===== src/rtl/multicycle_ctrl_if.sv =====
// Control bundle between the multicycle sequencer and the datapath.
// slave = the controller, master = the datapath/IR side that consumes the strobes.
interface multicycle_ctrl_if #(parameter int CNT_W = 32);
  logic [5:0]       opcode;
  logic             zero;
  logic             mem_ready;
  logic             PCWre;
  logic [1:0]       PCSrc;
  logic             IRWre;
  logic             InsMemRW;
  logic             RegWre;
  logic             RegOut;
  logic             ALUM2Reg;
  logic             ALUSrcB;
  logic             ExtSel;
  logic [2:0]       ALUOp;
  logic             mRD;
  logic             mWR;
  logic             halted;
  logic [3:0]       state;
  logic [CNT_W-1:0] instr_count;

  modport slave (
    input  opcode, zero, mem_ready,
    output PCWre, PCSrc, IRWre, InsMemRW, RegWre, RegOut, ALUM2Reg,
           ALUSrcB, ExtSel, ALUOp, mRD, mWR, halted, state, instr_count
  );

  modport master (
    output opcode, zero, mem_ready,
    input  PCWre, PCSrc, IRWre, InsMemRW, RegWre, RegOut, ALUM2Reg,
           ALUSrcB, ExtSel, ALUOp, mRD, mWR, halted, state, instr_count
  );
endinterface


===== src/rtl/multicycle_ctrl.sv =====
// Multicycle IF/ID/EXE/MEM/WB sequencer for the MIPS-subset CPU.
// Only state and the retire counter are registered; every strobe decodes from state+opcode.
module multicycle_ctrl #(
  parameter int CNT_W = 32
) (
  input logic            clk,
  input logic            reset,
  multicycle_ctrl_if.slave bus
);

  typedef enum logic [3:0] {
    S_IF     = 4'b0000,
    S_ID     = 4'b0001,
    S_EXE_AL = 4'b0010,
    S_WB_AL  = 4'b0011,
    S_EXE_BR = 4'b0100,
    S_EXE_LS = 4'b0101,
    S_MEM    = 4'b0110,
    S_WB_LD  = 4'b0111,
    S_HALT   = 4'b1000
  } state_t;

  localparam logic [5:0] OP_ADD  = 6'b000000, OP_SUB = 6'b000001, OP_ADDI = 6'b000010;
  localparam logic [5:0] OP_OR   = 6'b010000, OP_AND = 6'b010001, OP_ORI  = 6'b010010;
  localparam logic [5:0] OP_SLT  = 6'b011000, OP_SW  = 6'b100110, OP_LW   = 6'b100111;
  localparam logic [5:0] OP_BEQ  = 6'b110000, OP_J   = 6'b111000, OP_HALT = 6'b111111;

  state_t           st, nxt;
  logic [CNT_W-1:0] cnt;

  logic       is_r, is_al, is_ls, is_lw, is_sw;
  logic [2:0] aluop_dec;
  logic       srcb_dec, ext_dec, dec_en;

  always_comb begin
    is_lw = (bus.opcode == OP_LW);
    is_sw = (bus.opcode == OP_SW);
    is_ls = is_lw | is_sw;
    is_r  = (bus.opcode == OP_ADD) | (bus.opcode == OP_SUB) | (bus.opcode == OP_OR) |
            (bus.opcode == OP_AND) | (bus.opcode == OP_SLT);
    is_al = is_r | (bus.opcode == OP_ADDI) | (bus.opcode == OP_ORI);
    case (bus.opcode)
      OP_SUB, OP_BEQ: aluop_dec = 3'b001;
      OP_OR,  OP_ORI: aluop_dec = 3'b011;
      OP_AND:         aluop_dec = 3'b100;
      OP_SLT:         aluop_dec = 3'b010;
      default:        aluop_dec = 3'b000;
    endcase
    srcb_dec = (bus.opcode == OP_ADDI) | (bus.opcode == OP_ORI) | is_ls;
    ext_dec  = (bus.opcode == OP_ADDI) | (bus.opcode == OP_BEQ) | is_ls;
  end

  // Datapath selects are only meaningful once the instruction is past decode.
  assign dec_en = (st != S_IF) && (st != S_ID) && (st != S_HALT);

  always_comb begin
    nxt          = st;
    bus.PCWre    = 1'b0;
    bus.PCSrc    = 2'b00;
    bus.IRWre    = 1'b0;
    bus.InsMemRW = 1'b0;
    bus.RegWre   = 1'b0;
    bus.RegOut   = 1'b0;
    bus.ALUM2Reg = 1'b0;
    bus.mRD      = 1'b0;
    bus.mWR      = 1'b0;
    bus.halted   = 1'b0;
    case (st)
      S_IF: begin
        bus.IRWre    = 1'b1;
        bus.InsMemRW = 1'b1;
        nxt          = S_ID;
      end
      S_ID: begin
        if (is_al)                        nxt = S_EXE_AL;
        else if (bus.opcode == OP_BEQ)    nxt = S_EXE_BR;
        else if (is_ls)                   nxt = S_EXE_LS;
        else if (bus.opcode == OP_HALT)   nxt = S_HALT;
        else begin
          // J and unknown opcodes retire straight out of decode.
          bus.PCWre = 1'b1;
          bus.PCSrc = (bus.opcode == OP_J) ? 2'b11 : 2'b00;
          nxt       = S_IF;
        end
      end
      S_EXE_AL: nxt = S_WB_AL;
      S_WB_AL: begin
        bus.RegWre = 1'b1;
        bus.RegOut = is_r;
        bus.PCWre  = 1'b1;
        nxt        = S_IF;
      end
      S_EXE_BR: begin
        bus.PCWre = 1'b1;
        bus.PCSrc = bus.zero ? 2'b01 : 2'b00;
        nxt       = S_IF;
      end
      S_EXE_LS: nxt = S_MEM;
      S_MEM: begin
        bus.mRD = is_lw;
        bus.mWR = is_sw;
        if (bus.mem_ready) begin
          if (is_lw) nxt = S_WB_LD;
          else begin
            bus.PCWre = 1'b1;
            nxt       = S_IF;
          end
        end
      end
      S_WB_LD: begin
        bus.RegWre   = 1'b1;
        bus.ALUM2Reg = 1'b1;
        bus.PCWre    = 1'b1;
        nxt          = S_IF;
      end
      S_HALT: bus.halted = 1'b1;
      default: nxt = S_IF;
    endcase
  end

  assign bus.ALUOp       = dec_en ? aluop_dec : 3'b000;
  assign bus.ALUSrcB     = dec_en & srcb_dec;
  assign bus.ExtSel      = dec_en & ext_dec;
  assign bus.state       = st;
  assign bus.instr_count = cnt;

  always_ff @(posedge clk or posedge reset) begin
    if (reset) begin
      st  <= S_IF;
      cnt <= '0;
    end else begin
      st <= nxt;
      if (bus.PCWre) cnt <= cnt + 1'b1;
    end
  end

endmodule

===== src/flat_wrapper.sv =====
// flat-port wrapper written by rule: the top's interface ports become plain ports
module multicycle_ctrl_flat 
#(
  parameter int CNT_W = 32
)
  (clk, reset, bus_opcode, bus_zero, bus_mem_ready, bus_PCWre, bus_PCSrc, bus_IRWre, bus_InsMemRW, bus_RegWre, bus_RegOut, bus_ALUM2Reg, bus_ALUSrcB, bus_ExtSel, bus_ALUOp, bus_mRD, bus_mWR, bus_halted, bus_state, bus_instr_count);
  multicycle_ctrl_if #(.CNT_W(CNT_W)) bus_i ();
  input logic clk;
  input logic reset;
  input wire logic [$bits(bus_i.opcode)-1:0] bus_opcode;
  input wire logic [$bits(bus_i.zero)-1:0] bus_zero;
  input wire logic [$bits(bus_i.mem_ready)-1:0] bus_mem_ready;
  output wire logic [$bits(bus_i.PCWre)-1:0] bus_PCWre;
  output wire logic [$bits(bus_i.PCSrc)-1:0] bus_PCSrc;
  output wire logic [$bits(bus_i.IRWre)-1:0] bus_IRWre;
  output wire logic [$bits(bus_i.InsMemRW)-1:0] bus_InsMemRW;
  output wire logic [$bits(bus_i.RegWre)-1:0] bus_RegWre;
  output wire logic [$bits(bus_i.RegOut)-1:0] bus_RegOut;
  output wire logic [$bits(bus_i.ALUM2Reg)-1:0] bus_ALUM2Reg;
  output wire logic [$bits(bus_i.ALUSrcB)-1:0] bus_ALUSrcB;
  output wire logic [$bits(bus_i.ExtSel)-1:0] bus_ExtSel;
  output wire logic [$bits(bus_i.ALUOp)-1:0] bus_ALUOp;
  output wire logic [$bits(bus_i.mRD)-1:0] bus_mRD;
  output wire logic [$bits(bus_i.mWR)-1:0] bus_mWR;
  output wire logic [$bits(bus_i.halted)-1:0] bus_halted;
  output wire logic [$bits(bus_i.state)-1:0] bus_state;
  output wire logic [$bits(bus_i.instr_count)-1:0] bus_instr_count;
  assign bus_i.opcode = bus_opcode;
  assign bus_i.zero = bus_zero;
  assign bus_i.mem_ready = bus_mem_ready;
  assign bus_PCWre = bus_i.PCWre;
  assign bus_PCSrc = bus_i.PCSrc;
  assign bus_IRWre = bus_i.IRWre;
  assign bus_InsMemRW = bus_i.InsMemRW;
  assign bus_RegWre = bus_i.RegWre;
  assign bus_RegOut = bus_i.RegOut;
  assign bus_ALUM2Reg = bus_i.ALUM2Reg;
  assign bus_ALUSrcB = bus_i.ALUSrcB;
  assign bus_ExtSel = bus_i.ExtSel;
  assign bus_ALUOp = bus_i.ALUOp;
  assign bus_mRD = bus_i.mRD;
  assign bus_mWR = bus_i.mWR;
  assign bus_halted = bus_i.halted;
  assign bus_state = bus_i.state;
  assign bus_instr_count = bus_i.instr_count;
  multicycle_ctrl #(.CNT_W(CNT_W)) u_core (.clk(clk), .reset(reset), .bus(bus_i));
endmodule

===== config.mk =====
export PLATFORM = sky130hd
export DESIGN_NAME = multicycle_ctrl_flat
export DESIGN_NICKNAME = d
export VERILOG_FILES = /design/src/rtl/multicycle_ctrl_if.sv /design/src/rtl/multicycle_ctrl.sv /design/src/flat_wrapper.sv
export SDC_FILE = /design/constraint.sdc
export NUM_CORES = 1
export LEC_CHECK = 0
export CAP_MARGIN = 0
export CORE_MARGIN = 10
export CORE_UTILIZATION = 35
export CTS_CLUSTER_SIZE = 16
export DETAILED_ROUTE_END_ITERATION = 7
export GPL_TIMING_DRIVEN = 0
export PLACE_DENSITY = 0.74
export REMOVE_ABC_BUFFERS = 1
export SYNTH_ARGS = -nofsm -noshare
export SYNTH_HDL_FRONTEND = slang
export SYNTH_SLANG_ARGS = --single-unit

===== constraint.sdc =====
create_clock -name clk -period 6.4 [get_ports clk]
set_input_delay 1.28 -clock clk [delete_from_list [all_inputs] [get_ports clk]]
set_output_delay 1.28 -clock clk [all_outputs]
set_load 0.02 [all_outputs]

# After elaboration in Yosys (flattened, before gate mapping)
# Cells that the tools add are included.
# totals
output_inout_bits	52
regBits	36
input_bits	10
elab_cells	79
# classes
addsub	1
n_eq_ne	22
bitwise	14
n_reduce_logical	10
n_mux	30
# op_table
cell	n
32-bit by 1-bit adder with 32-bit output (second input constant)	1
6-bit == test (second input constant)	5
6-bit by 5-bit == test with 1-bit output (second input constant)	4
4-bit one-hot mux with 6 select lines	1
4-bit 2-to-1 mux	5
4-bit by 3-bit == test with 1-bit output (second input constant)	4
1-bit 2-to-1 mux	14
3-bit one-hot mux with 4 select lines	1
1-bit OR	11
2-bit 2-to-1 mux	5
4-bit by 2-bit == test with 1-bit output (second input constant)	2
6-bit by 1-bit == test with 1-bit output (second input constant)	1
6-bit by 2-bit == test with 1-bit output (second input constant)	1
6-bit zero test	1
3-bit 2-to-1 mux	2
2-bit OR reduction	3
4-bit by 1-bit == test with 1-bit output (second input constant)	1
4-bit == test (second input constant)	1
4-bit zero test	1
4-bit by 1-bit != test with 1-bit output (second input constant)	1
4-bit != test (second input constant)	1
2-bit one-hot mux with 2 select lines	1
4-bit nonzero test	1
1-bit one-hot mux with 3 select lines	1
other kinds (6)	8

# Logic depth before layout (Yosys ltp)
# depth
ltp_word	9
ltp_mapped	8
ltp_nobuf	7

# Worst setup path before layout
# Ideal clock, no wire load.
# synth_timing
kind	in2out
startpoint	input bus_opcode[2]
endpoint	output bus_PCSrc[0]
t_arrival_ps	2724
path_buffers	1
setup_slack_ps	2396
stages	6
t_required_ps	5120
cell_sequence	buf_2 > or3_1 > nor2_1 > a22o_1 > nor3_1 > nand2b_1
# synth_via
elab_chain_cells	9
word_cells_on_any_way	25
cone_classes	11 x eq/ne; 6 x mux; 7 x bitwise; 1 x reduce/logical
# synth_rtl
item	line	text
start: declaration	flat_wrapper.sv:10	input wire logic [$bits(bus_i.opcode)-1:0] bus_opcode;
6-bit by 1-bit == test with 1-bit output or 6-bit zero test (tied branches)	multicycle_ctrl.sv:39	is_r = (bus.opcode == OP_ADD) | (bus.opcode == OP_SUB) | (bus.opcode == OP_OR) |
1-bit OR (3 in series)	multicycle_ctrl.sv:39	
1-bit OR	multicycle_ctrl.sv:40	(bus.opcode == OP_AND) | (bus.opcode == OP_SLT);
1-bit OR (2 in series)	multicycle_ctrl.sv:41	is_al = is_r | (bus.opcode == OP_ADDI) | (bus.opcode == OP_ORI);
2-bit 2-to-1 mux *	multicycle_ctrl.sv:75	if (is_al) nxt = S_EXE_AL;
2-bit one-hot mux with 2 select lines *	multicycle_ctrl.sv:68	case (st)
end: declaration	flat_wrapper.sv:14	output wire logic [$bits(bus_i.PCSrc)-1:0] bus_PCSrc;
# Every way passes the cells marked *; elsewhere a longest branch is shown, timed or not.

# Worst setup path in the final report
# layout_timing
startpoint	input bus_opcode[5]
endpoint	output bus_PCWre
# layout_via
elab_chain_cells	9
word_cells_on_any_way	25
cone_classes	10 x eq/ne; 7 x mux; 7 x bitwise; 1 x reduce/logical
# layout_rtl
item	line	text
6-bit by 1-bit == test with 1-bit output or 6-bit zero test (tied branches)	multicycle_ctrl.sv:39	
1-bit OR (3 in series)	multicycle_ctrl.sv:39	
1-bit OR	multicycle_ctrl.sv:40	
1-bit OR (2 in series)	multicycle_ctrl.sv:41	
1-bit 2-to-1 mux	multicycle_ctrl.sv:75	
1-bit one-hot mux with 3 select lines *	multicycle_ctrl.sv:68	
end: declaration	flat_wrapper.sv:13	output wire logic [$bits(bus_i.PCWre)-1:0] bus_PCWre;
# Marks and branches as above.

==> impl.org <==
** STA
- Setup repair after global routing left no endpoint under its margin.
- Derived from the worst setup path, the maximum achievable clock frequency is 0.203 GHz.
- Final number of max-transition violations :: 0
- Setup violations remaining at the end of the flow were counted as 0.
- Measured against its own limit, the worst slew margin works out to 41.0%.
- Summed over all failing endpoints, the final setup total negative slack is 0 ns.
- Hold Fails Final Rpt :: 0
- Maximum clock skew at final layout :: 0.00583 ns
- After layout, the worst path uses 76.9% of the clock period.
- For the pin with the worst max-slew slack, the measured transition is 0.881 ns.
- The worst path needs 4.92 ns of the cycle, external delays included.

** Clocking
- The clock net in this run drives a total of 36 sinks.
- TritonCTS clock tree :: yes
- Hold repair after CTS inserted 0 buffers.
- In this run the deepest clock path goes through 2 buffers.
- Post-CTS setup buffer count :: 0
- The H-tree generated during clock tree synthesis spans 2 levels.
- Clock tree synthesis inserted a total of 5 buffers.
- Clock-pin slew on the worst setup and hold paths :: 0.08 ns
- Number of instances resized during post-cts repair :: 0
- Root Driver :: sky130_fd_sc_hd__clkbuf_8
- For the worst-skew pair, the clock arrives at the later sink with an insertion delay of 0.29 ns.

** Floorplan
- 62 I/O pins were placed.
- Starting Density :: 36.2%
- Core region area :: 5920 µm²
- Row generation in the floorplan step produced 28 rows.
- The die is 98.3 µm wide.
- Die Span Y :: 98.3 µm
- The die covers 9660 µm².

** Run status
- Outcome :: finished clean

** Synthesis
- Ys async rst share :: 100%
- Portion of synthesized cell area occupied by the leading cell type :: 42.0%
- Portion of the post-synthesis area used by sequential elements :: 42.0%
- The synthesized design contains 0 enable-type register cells.
- Top flip-flop cell by instance count after synthesis :: sky130_fd_sc_hd__dfrtp_1
- Ranked by total cell area, the synthesized netlist is headed by sky130_fd_sc_hd__dfrtp_1 (42%), sky130_fd_sc_hd__xnor2_1 (11%), sky130_fd_sc_hd__nand3_1 (4.2%).
- Synthesis produced a netlist whose cell count is 226.
- Cell area after synthesis :: 2150 µm²
- Leading area contributor after synthesis :: sky130_fd_sc_hd__dfrtp_1
- The Yosys step of the flow raised 0 warnings.
- Synthesis inferred 36 register bits.
- Number of unique standard cell types used by synthesis :: 47
- The average instance in the mapped netlist occupies 9.49 µm².

** Detailed routing
- Amount of wire on met2 after detailed routing :: 2.85 mm
- Detail Route met3 WL :: 387 µm
- Vias per std cell :: 5.27
- In the routed design, unresolved DRC markers number 0.
- Highest routing layer actually used :: met4
- Detail-routed net length per standard cell :: 15.6 µm
- For this block, the via count after detailed routing is 1896.
- After the first detailed-routing iteration, the DRC count stood at 189.
- Number of optimization iterations in the first detailed-route pass :: 4
- DRT met1 WL :: 2.33 mm
- After detailed routing, the total wire length is 5.63 mm.
- Remaining antenna violation count after routing :: 0

** Cells and area
- 0 antenna diodes ended up in the layout.
- The post-route netlist has 9.47% of its cells at a drive strength greater than 1.
- Post-layout net count :: 295
- Fill cell instance count of the final layout :: 578
- After routing the design area is 2910 µm².
- From synthesis to final layout, the design area changed by 35.6%.
- Final core occ :: 49.2%

** Power
- Max rail drop VDD :: 192 µV
- Summed over all cells, the static leakage comes to 1.16 nW.
- Power, Total :: 0.000812 W
- Power spread over the standard cell area amounts to 279 nW/µm².

** Global routing
- Total congestion overflow :: 0
- The initial antenna violation count came to 0.
- Entering global routing, the biggest net connects 23 pins.
- Global routing consumed, over all layers together, 11.8% of the routing resources.
- The first global-routing pass estimated 9.63 mm of wire.
- Number of global-route vias before repair :: 1910

** Placement
- The congestion estimate from routability-driven global placement came to 0.851.
- Placement-stage cell area :: 2820 µm²
- Post-DP HPWL :: 4.40 mm
- The count of buffers added on input and output ports is 61.

** Flow run
- Max-cap violations in this run came to 0.

** Worst setup path
- The setup path with the least slack is of type in2out.
- The slowest stage of the critical path belongs to the cell sky130_fd_sc_hd__clkdlybuf4s50_1.
- The critical path starts at bus_opcode[5].
- Crit path capture type :: primary output
- On the worst path, the slowest cell contributes a delay of 0.68 ns.
- Family with the most delay on the worst path :: buffers and inverters
- The critical path goes through clkdlybuf4s50_1 > nand4b_1 > o311a_1 > o31ai_1 > o21ai_2 > clkdlybuf4s50_1.
- Crit start category :: input pin
- Req. time, crit path :: 5.12 ns
- Largest fanout of any net on the critical path :: 11
- STA puts the critical path data arrival time at 3.64 ns.
- Crit Reg-Reg Startpoint :: u_core.bus.state[0]
- Together, buffers and inverters on the worst path number 2.
- The cell that appears most often on the critical path is sky130_fd_sc_hd__clkdlybuf4s50_1.

** Hold path
- The startpoint identified for the worst hold timing path is u_core.bus.instr_count[29].
- The tightest min-delay check is of the reg2reg type.
[layout by cell type (no fill, tap or decap), types with 2 or more instances in the layout]
cell / count
sky130_fd_sc_hd__nor3_1: 9
sky130_fd_sc_hd__a31oi_1: 4
sky130_fd_sc_hd__and3_1: 3
sky130_fd_sc_hd__nand3_2: 2
sky130_fd_sc_hd__nand2_1: 17
sky130_fd_sc_hd__clkinv_2: 2
sky130_fd_sc_hd__or2_2: 2
sky130_fd_sc_hd__o21ai_2: 2
sky130_fd_sc_hd__a21oi_1: 5
sky130_fd_sc_hd__o311ai_1: 2
sky130_fd_sc_hd__clkbuf_8: 5
sky130_fd_sc_hd__nand2b_1: 4
sky130_fd_sc_hd__nand3_1: 18
sky130_fd_sc_hd__clkdlybuf4s50_1: 61
sky130_fd_sc_hd__nor4_1: 6
sky130_fd_sc_hd__xnor2_2: 2
sky130_fd_sc_hd__inv_1: 11
sky130_fd_sc_hd__nor2_1: 20
sky130_fd_sc_hd__o21ai_0: 6
sky130_fd_sc_hd__or3_1: 3
sky130_fd_sc_hd__nand4_4: 2
sky130_fd_sc_hd__xnor2_1: 26
sky130_fd_sc_hd__xor2_1: 3
sky130_fd_sc_hd__nand4_1: 10
sky130_fd_sc_hd__dfrtp_1: 36
sky130_fd_sc_hd__o31ai_1: 2
[area by class of cell]
class / instances / area, µm² / share of cell area (%)
Timing Repair Buffer: 62 / 638 / 21.9
Multi-Input combinational cell: 168 / 1150 / 39.5
Clock buffer: 5 / 68.8 / 2.36
Tap cell: 75 / 93.8 / 3.22
Clock inverter: 3 / 18.8 / 0.645
Sequential cell: 36 / 901 / 31.0
Inverter: 11 / 41.3 / 1.42
[sequential cells by signal, summed over array words and instances (netlist names)]
name,flops
u_core.bus.instr_count,32
u_core.bus.state,4
[power by group]
group	switching [W]	internal [W]
clock	0.0000812	0.0000757
combinational	0.000183	0.000161
sequential	0.0000544	0.000257
total	0.000318	0.000494
[per-layer routing]
metal,vias up,GRT usage (%)
met5,-,0
met1,928,13.5
li1,913,-
met3,7,4.58
met2,48,20.0
met4,0,3.09
[worst paths after layout]
check / to / slack, ns / depth (start not counted)
min in group asynchronous: u_core.bus.instr_count[11] / 1.39 / 2
max in group asynchronous: u_core.bus.state[1] / 4.48 / 3
worst min-delay path: u_core.bus.instr_count[29] / 0.50 / 1
worst max-delay path: bus_PCWre / 1.48 / 6
worst min register to register: u_core.bus.instr_count[29] / 0.50 / 1
worst max register to register: u_core.bus.instr_count[26] / 3.77 / 6
[synth_stat cells, drive strengths merged (2+ instances only)]
cell,count
nor4,6
dfrtp,36
nor3,9
nor2,20
and3,3
nand2,17
a21oi,5
or2,2
nor4b,2
nand2b,4
inv,11
o21ai,8
a31oi,4
xor2,3
nand3,20
clkbuf,3
xnor2,28
o311ai,2
or3,3
nand4,12
o31ai,3
buf,8
[cell families after synthesis]
| family | after synthesis | synth area share (%) |
|---|---|---|
| multiplexers | 1 | 0.525 |
| AO/OA/AOI/OAI | 33 | 11.7 |
| flip-flops | 36 | 42.0 |
| buffers and inverters | 22 | 5.01 |
| AND/OR/NAND/NOR | 102 | 26.8 |
| XOR/XNOR | 31 | 13.4 |
| adder cells (fa/ha/maj) | 1 | 0.583 |
[metrics by stage]
stage / std cells / hold slack, ns / setup slack [ns]
after global routing: 360 / 0.532 / 1.33
after global placement: 351 / 0.462 / 1.53
after CTS: 360 / 0.506 / 1.50
final: 360 / 0.504 / 1.48
after detailed placement: 352 / 0.495 / 1.51
after floorplan: 215 / 0.582 / 2.55
No activity file was read; power rests on OpenSTA's default activity.
